[src/rtl/alu_pkg.sv]
// Shared types and defaults for the arbitrated add/sub datapath.
package alu_pkg;

    localparam int N_DEF    = 4;
    localparam int NREQ_DEF = 2;

    typedef enum logic [1:0] {IDLE, EXEC, RESP} arb_state_t;

    // Operation descriptor at the default operand width.
    typedef struct packed {
        logic [N_DEF-1:0] a;
        logic [N_DEF-1:0] b;
        logic             sub;
    } add_req_t;

endpackage

[src/rtl/add_sub_core.sv]
// Combinational ripple-carry adder/subtractor; k=1 computes a-b.
module add_sub_core #(
    parameter int N = 4
) (
    input  logic [N-1:0] a,
    input  logic [N-1:0] b,
    input  logic         k,
    output logic [N-1:0] s,
    output logic         cout,
    output logic         ovf
);

    logic [N:0]   c;
    logic [N-1:0] bx;

    assign c[0] = k;

    generate
        for (genvar gi = 0; gi < N; gi++) begin : g_bit
            assign bx[gi]   = b[gi] ^ k;
            assign s[gi]    = a[gi] ^ bx[gi] ^ c[gi];
            assign c[gi+1]  = (a[gi] & bx[gi]) | (c[gi] & (a[gi] ^ bx[gi]));
        end
    endgenerate

    assign cout = c[N];
    assign ovf  = c[N] ^ c[N-1];

endmodule

[src/rtl/alu_adder_arbiter.sv]
// Round-robin arbiter sharing one add/sub core; one operation in flight,
// IDLE -> EXEC -> RESP with valid/ready on both sides.
module alu_adder_arbiter
    import alu_pkg::*;
#(
    parameter  int N    = N_DEF,
    parameter  int NREQ = NREQ_DEF,
    localparam int IDW  = $clog2(NREQ)
) (
    input  logic                    clk,
    input  logic                    rst_n,
    input  logic [NREQ-1:0]         req_valid,
    output logic [NREQ-1:0]         req_ready,
    input  logic [NREQ-1:0][N-1:0]  req_a,
    input  logic [NREQ-1:0][N-1:0]  req_b,
    input  logic [NREQ-1:0]         req_sub,
    output logic                    resp_valid,
    input  logic                    resp_ready,
    output logic [IDW-1:0]          resp_id,
    output logic [N-1:0]            resp_sum,
    output logic                    resp_cout,
    output logic                    resp_ovf,
    output logic                    busy
);

    typedef struct packed {
        logic [N-1:0] a;
        logic [N-1:0] b;
        logic         sub;
    } op_t;

    arb_state_t     state_q, state_d;
    logic [IDW-1:0] rr_ptr_q, rr_ptr_d;
    logic [IDW-1:0] gnt_q, gnt_d;
    logic [IDW-1:0] id_q, id_d;
    op_t            op_q, op_d;
    logic [N-1:0]   sum_q, sum_d;
    logic           cout_q, cout_d;
    logic           ovf_q, ovf_d;

    logic [IDW-1:0] gnt;
    logic [IDW-1:0] idx_w;
    int             idx;
    logic [N-1:0]   core_s;
    logic           core_cout;
    logic           core_ovf;

    add_sub_core #(.N(N)) u_core (
        .a    (op_q.a),
        .b    (op_q.b),
        .k    (op_q.sub),
        .s    (core_s),
        .cout (core_cout),
        .ovf  (core_ovf)
    );

    // Descending scan so the requester closest to rr_ptr is assigned last and wins.
    always_comb begin
        gnt   = '0;
        idx   = 0;
        idx_w = '0;
        for (int i = NREQ - 1; i >= 0; i--) begin
            idx = int'(rr_ptr_q) + i;
            if (idx >= NREQ) idx = idx - NREQ;
            idx_w = IDW'(idx);
            if (req_valid[idx_w]) gnt = idx_w;
        end
    end

    // Gated by rst_n so no handshake can be seen while reset is held.
    generate
        for (genvar gi = 0; gi < NREQ; gi++) begin : g_ready
            assign req_ready[gi] = rst_n && (state_q == IDLE) &&
                                   req_valid[gi] && (gnt == IDW'(gi));
        end
    endgenerate

    always_comb begin
        state_d  = state_q;
        rr_ptr_d = rr_ptr_q;
        gnt_d    = gnt_q;
        id_d     = id_q;
        op_d     = op_q;
        sum_d    = sum_q;
        cout_d   = cout_q;
        ovf_d    = ovf_q;
        case (state_q)
            IDLE: begin
                if (|req_valid) begin
                    op_d    = '{a: req_a[gnt], b: req_b[gnt], sub: req_sub[gnt]};
                    gnt_d   = gnt;
                    state_d = EXEC;
                end
            end
            EXEC: begin
                sum_d   = core_s;
                cout_d  = core_cout;
                ovf_d   = core_ovf;
                id_d    = gnt_q;
                state_d = RESP;
            end
            RESP: begin
                if (resp_ready) begin
                    state_d  = IDLE;
                    rr_ptr_d = (gnt_q == IDW'(NREQ - 1)) ? '0 : gnt_q + IDW'(1);
                end
            end
            default: state_d = IDLE;
        endcase
    end

    always_ff @(posedge clk) begin
        if (!rst_n) begin
            state_q  <= IDLE;
            rr_ptr_q <= '0;
            gnt_q    <= '0;
            id_q     <= '0;
            op_q     <= '0;
            sum_q    <= '0;
            cout_q   <= 1'b0;
            ovf_q    <= 1'b0;
        end else begin
            state_q  <= state_d;
            rr_ptr_q <= rr_ptr_d;
            gnt_q    <= gnt_d;
            id_q     <= id_d;
            op_q     <= op_d;
            sum_q    <= sum_d;
            cout_q   <= cout_d;
            ovf_q    <= ovf_d;
        end
    end

    assign resp_valid = (state_q == RESP);
    assign busy       = (state_q != IDLE);
    assign resp_id    = id_q;
    assign resp_sum   = sum_q;
    assign resp_cout  = cout_q;
    assign resp_ovf   = ovf_q;

endmodule

[config.mk]
export PLATFORM = sky130hd
export DESIGN_NAME = alu_adder_arbiter
export DESIGN_NICKNAME = d
export VERILOG_FILES = /design/src/rtl/alu_pkg.sv /design/src/rtl/add_sub_core.sv /design/src/rtl/alu_adder_arbiter.sv
export SDC_FILE = /design/constraint.sdc
export NUM_CORES = 1
export LEC_CHECK = 0
export ABC_AREA = 1
export CAP_MARGIN = 20
export CORE_ASPECT_RATIO = 0.6
export CORE_MARGIN = 2
export CORE_UTILIZATION = 51
export CTS_BUF_LIST = sky130_fd_sc_hd__clkbuf_8
export CTS_CLUSTER_SIZE = 40
export DETAILED_ROUTE_END_ITERATION = 8
export MAX_ROUTING_LAYER = met4
export PLACE_DENSITY = 0.89
export SLEW_MARGIN = 20
export SYNTH_ARGS = -nofsm -noshare
export SYNTH_HDL_FRONTEND = slang
export SYNTH_HIERARCHICAL = 1
export SYNTH_SLANG_ARGS = --single-unit
export TNS_END_PERCENT = 50
[constraint.sdc]
create_clock -name clk -period 6.1 [get_ports clk]
set_clock_uncertainty 0.1 [all_clocks]
set_input_delay 1.22 -clock clk [delete_from_list [all_inputs] [get_ports clk]]
set_output_delay 1.22 -clock clk [all_outputs]
set_load 0.005 [all_outputs]
==> Word-level counts from Yosys, hierarchy flattened <==
Cells that the tools add are included.
{ "word_totals": {"ff_bits": 20, "word_cells": 78} }
{ "op_classes": {"addsub": 4, "n_lt_le_gt_ge": 5, "eq_ne": 4, "n_mux": 18, "bitwise_logic": 26, "reduce_logical": 11} }
{ "op_table": {"columns": ["operator", "count"], "rows": [
  ["4-bit two-way mux", 4],
  ["1-bit XOR", 13],
  ["1-bit two-way mux", 11],
  ["1-bit AND", 8],
  ["1-bit by 2-bit less-than comparator with 1-bit output (second input constant)", 3],
  ["2-bit one-hot mux with 3 select lines", 1],
  ["2-bit AND reduction", 3],
  ["1-bit logical AND", 5],
  ["2-bit two-way mux", 2],
  ["2-bit by 1-bit != test with 1-bit output (second input constant)", 2],
  ["1-bit bitwise OR", 4],
  ["1-bit by 1-bit adder with 2-bit output (second input constant)", 1],
  ["2-bit by 1-bit == test with 1-bit output (second input constant)", 1],
  ["2-bit == test (second input constant)", 1],
  ["1-bit by 2-bit greater-or-equal comparator with 1-bit output (second input constant)", 1],
  ["2-bit greater-or-equal comparator (second input constant)", 1],
  ["2-bit zero test", 1],
  ["2-bit nonzero test", 1],
  ["2-bit OR reduction", 1],
  ["1-bit subtractor (second input constant)", 2],
  ["1-bit adder (second input constant)", 1],
  ["1-bit NOT", 1]
]} }

==> Logic depth before layout (Yosys ltp) <==
{ "depth": {"ltp_word": 11, "mapped_depth": 11, "ltp_nobuf": 11} }

==> Cells and area by module <==
Netlist, hierarchy kept.
{ "modules_own_cells": {"columns": ["mod", "instances", "cells_each", "area_per_inst_um2"], "rows": [
  ["alu_adder_arbiter", 1, 131, 907.1],
  ["add_sub_core", 1, 32, 197.7]
]} }

==> Worst setup path after synthesis <==
OpenSTA, ideal clock, no wires.
{ "synth_path": {"path_type": "input to output", "start": "input port rst_n", "end": "output port req_ready[0]", "arrival_ns": 1.667, "required_ns": 4.780, "setup_slack_ns": 3.113, "cell_stages": 3, "n_path_buf": 1, "cell_sequence": "clkbuf_1 -> nand3_1 -> nor2_1"} }
{ "synth_between": {"elab_chain_cells": 3} }
{ "synth_lines": {"columns": ["item", "line", "source"], "rows": [
  ["start: declaration", "alu_adder_arbiter.sv:11", "input logic rst_n,"],
  ["1-bit logical AND (2 in series)", "alu_adder_arbiter.sv:73", "assign req_ready[gi] = rst_n && (state_q == IDLE) &&"],
  ["1-bit logical AND", "alu_adder_arbiter.sv:74", "req_valid[gi] && (gnt == IDW'(gi));"],
  ["end: declaration", "alu_adder_arbiter.sv:13", "output logic [NREQ-1:0] req_ready,"]
]} }
Every way passes these cells.

==> Final worst setup path <==
{ "layout_path": {"start": "input port req_valid[0]", "end": "output port req_ready[0]"} }
{ "layout_between": {"elab_chain_cells": 6, "elab_cells_between_ends": 9, "cone_classes": "6 x mux; 1 x bitwise; 2 x reduce/logical"} }
{ "layout_lines": {"columns": ["item", "line", "source"], "rows": [
  ["start: declaration", "alu_adder_arbiter.sv:12", "input logic [NREQ-1:0] req_valid,"],
  ["1-bit two-way mux (implied by the code) (2 in series)", "alu_adder_arbiter.sv:66", "if (req_valid[idx_w]) gnt = idx_w;"],
  ["1-bit two-way mux (2 in series)", "alu_adder_arbiter.sv:66", null],
  ["1-bit NOT", "alu_adder_arbiter.sv:74", null],
  ["1-bit logical AND (*)", "alu_adder_arbiter.sv:74", null]
]} }
Mark *: on every way between the ends. The rest lies on a longest branch, timed or not. The select of a mux whose other input is x is not followed.

==> reports/results.tsv <==
stage	metric	value	unit
run_status	status	finished, final reports clean	
placed_design	Place WS	1756	ps
global_routing	global route overflow	0	
placed_design	RePlAce Congestion	0.7764	
global_routing	first-pass GRT wire length	4.526	mm
yosys	ys async rst share	0	
sta	Tcrit/Tclk final	0.7148	
min_path	hold_sp	rr_ptr_q	
yosys	Syn Nets	189	
placed_design	Placed Cells	219	
cells_and_area	P&R area growth vs syn	36.24	%
cts	TritonCTS Sinks	20	
detailed_routing	DRT Wirelength	2.763	mm
cts	CTS resizes	0	
pwr	maximum VDD drop	0.0001935	V
die	Die X	64.09	um
cts	CTS Buffer Depth	2	
sta	unrepaired setup endpoints after global routing	false	
yosys	mux contribution to synthesized area	0	
die	core area	1937	sq um
yosys	Cells after Synth	163	
sta	fmax	229.3	MHz
cts	Root Driver	clkbuf_8	
die	Std-Cell Rows	12	
cells_and_area	filler instances	127	
yosys	Mapped Area	1105	sq um
die	Die Area	2567	sq um
setup_path	Worst R2R Start	op_q[0]	
yosys	Simple-Gate Fraction of Synth Area	0.3284	
yosys	Synth Area in XOR/XNOR	0.03171	
setup_path	WP data required	4780	ps
global_routing	pin count of the biggest net entering global routing	18	
pwr	Cell Pwr Density	271.8	nW/um^2
detailed_routing	final antenna-violating net count	0	
placed_design	IO Port Bufs	33	
yosys	ranking of synthesized cells by instance count	44 x nand2_1, 28 x nor2_1, 20 x dfxtp_1	
setup_path	Worst Reg-to-Reg Cells	9	
global_routing	GR Layer Usage met3	0.04775	
cells_and_area	final antenna diode count	0	
yosys	leading register cell type out of synthesis	dfxtp_1	
sta	final setup fails	0	
yosys	Yosys warning count	6	
die	initial core utilization	0.5704	
yosys	Synth top area share	0.3624	
yosys	biggest area consumer among synthesized cells	dfxtp_1	
setup_path	Worst Path Max Fanout	15	
detailed_routing	initial drt markers	52	
cts	hold_buf cts	0	
yosys	Syn Area/Cell	6.778	sq um
yosys	Compound-Gate Fraction of Synth Area	0.1223	
job	MaxCap Viol Count	0	
setup_path	R2R Setup Slk	3680	ps
sta	Max-Slew Margin vs Limit	0.6179	
yosys	adder-cell area share of the yosys netlist	0.05436	
sta	Period minus WS final	4360	ps
yosys	most frequent cell after synthesis	nand2_1	
pwr	leakage dissipation	0.0007242	uW
yosys	Post-synth EDFFs	0	
sta	pins over their slew limit	0	
min_path	hold depth	2	
global_routing	met1 Use GR	0.2847	
cts	Max H-tree Level	1	
pwr	total power	409.1	uW
detailed_routing	DR vias	1131	
cts	cts bufs inserted	3	
cells_and_area	share of layout cells above drive strength 1	0.04615	
yosys	largest family of logic cells by synthesized area	simple AND/OR/NAND/NOR gates	
detailed_routing	DRC Markers	0	
yosys	top area cells in the synthesized netlist	dfxtp_1 36%, nand2_1 15%, nor2_1 9.5%	
cells_and_area	post-route insts no fill	223	
cts	clock slew at reported path FFs	70	ps
global_routing	GR Util All Layers	0.2455	
cts	postcts setup bufs	0	
detailed_routing	DRT Pass-1 Iters	4	
min_path	worst hold endpoint	rr_ptr_q	
min_path	Hold Path Class	flop to flop	
global_routing	initial antenna violation count	0	
cts	Worst-Skew Late Latency	260	ps
global_routing	gr busiest metal	met2	
yosys	sequential area share after synthesis	0.3624	
yosys	synthesized flop and latch total	20	
setup_path	crit path DAT	3040	ps
sta	Final Hold Viols	0	
setup_path	nature of the critical path endpoint	output pin	
die	I/O Pins	34	
setup_path	worst setup path class	primary input to output pin	
yosys	Netlist cell types	18	
cells_and_area	fin nets	222	
cts	CTS tree	done	
global_routing	vias in the first global route	990	
setup_path	worst r2r dst	resp_ovf	
detailed_routing	via-per-instance ratio	5.072	
detailed_routing	drt wl/cell	12.39	um
placed_design	post-DP HPWL	2.100	mm
global_routing	met2 GRT Util	0.4479	
sta	Setup WS post-layout	1740	ps
sta	setup_tns	0	ps
sta	worst slew pin tran	571.4	ps
setup_path	crit start category	primary input	
die	die height	40.05	um
==> state kept, by name, summed over array words and instances, names as in the netlist <==
register   cells
op_q           9
resp_sum       4
state_q        2
gnt_q          1
resp_cout      1
resp_id        1
resp_ovf       1
rr_ptr_q       1
==> worst max path at each step <==
stage	startpoint	endpoint	slack [ps]	depth (start not counted)
after floorplan	rst_n	req_ready[0]	3110	3
after global placement	req_valid[0]	req_ready[0]	1890	6
after detailed placement	req_valid[0]	req_ready[0]	1760	6
after CTS	req_valid[0]	req_ready[0]	1730	6
after global routing	req_valid[0]	req_ready[0]	1610	6
final	req_valid[0]	req_ready[0]	1740	6
==> cell usage in the layout (no fill, tap or decap) <==
cell type and n:
o21ai_0 9, nor2_4 1, nand2_1 44, clkbuf_8 3, dfxtp_1 20, nor2_2 1, xnor2_1 2, xor2_1 2
nor2_1 28, clkdlybuf4s50_1 33, bufinv_16 1, a21boi_0 5, nand3_1 15, a21oi_1 3, fa_1 3, o21bai_1 5
inv_1 17, inv_2 3
==> layer usage <==
metal  up-vias  share of wire
met2        41           0.47
met1       517           0.47
li1        569              -
met5         -              0
met3         4          0.052
met4         0          0.012
==> metrics by stage <==
| step | util | instance area (sq um) | hold slack (ps) |
|---|---|---|---|
| finish | 0.7771 | 1505 | 371.9 |
| global route | 0.7771 | 1505 | 396.5 |
| CTS | 0.7771 | 1505 | 378.0 |
| detailed placement | 0.7403 | 1434 | 368.1 |
| global placement | 0.7403 | 1434 | 357.4 |
| floorplan | - | 1105 | 329.3 |
==> cells by family after synthesis <==
kind of cell	count (synthesis)
and+or+nand+nor	89
buffers and inverters	25
AOI/OAI and AO/OA	22
DFF	20
xor gates and xnor gates	4
adders and majority gates	3
==> critical path, cell delays in order <==
cell and delay, ps:
clkdlybuf4s50_1 500, nand2_1 270, nand2_1 310, nand2_1 90, nor2_1 130, clkdlybuf4s50_1 530
==> power by group <==
group | switching (uW) | leakage (uW) | internal (uW)
combinational | 60.8 | 0.000523 | 56.9
clock | 44.9 | 0.0000357 | 87.6
sequential | 12.3 | 0.000165 | 147
total | 118 | 0.000724 | 291
==> area by class of cell <==
cell class                 instances  area (sq um)  share of cell area
timing repair buffer              33         330.3              0.2195
clock buffer                       3         41.29             0.02743
sequential                        20         400.4              0.2660
inverter                          20         75.07             0.04988
clock inverter                     1         30.03             0.01995
tap                               28         35.03             0.02328
multi-input combinational        118         593.1              0.3940
No activity file was read; power rests on OpenSTA's default activity.
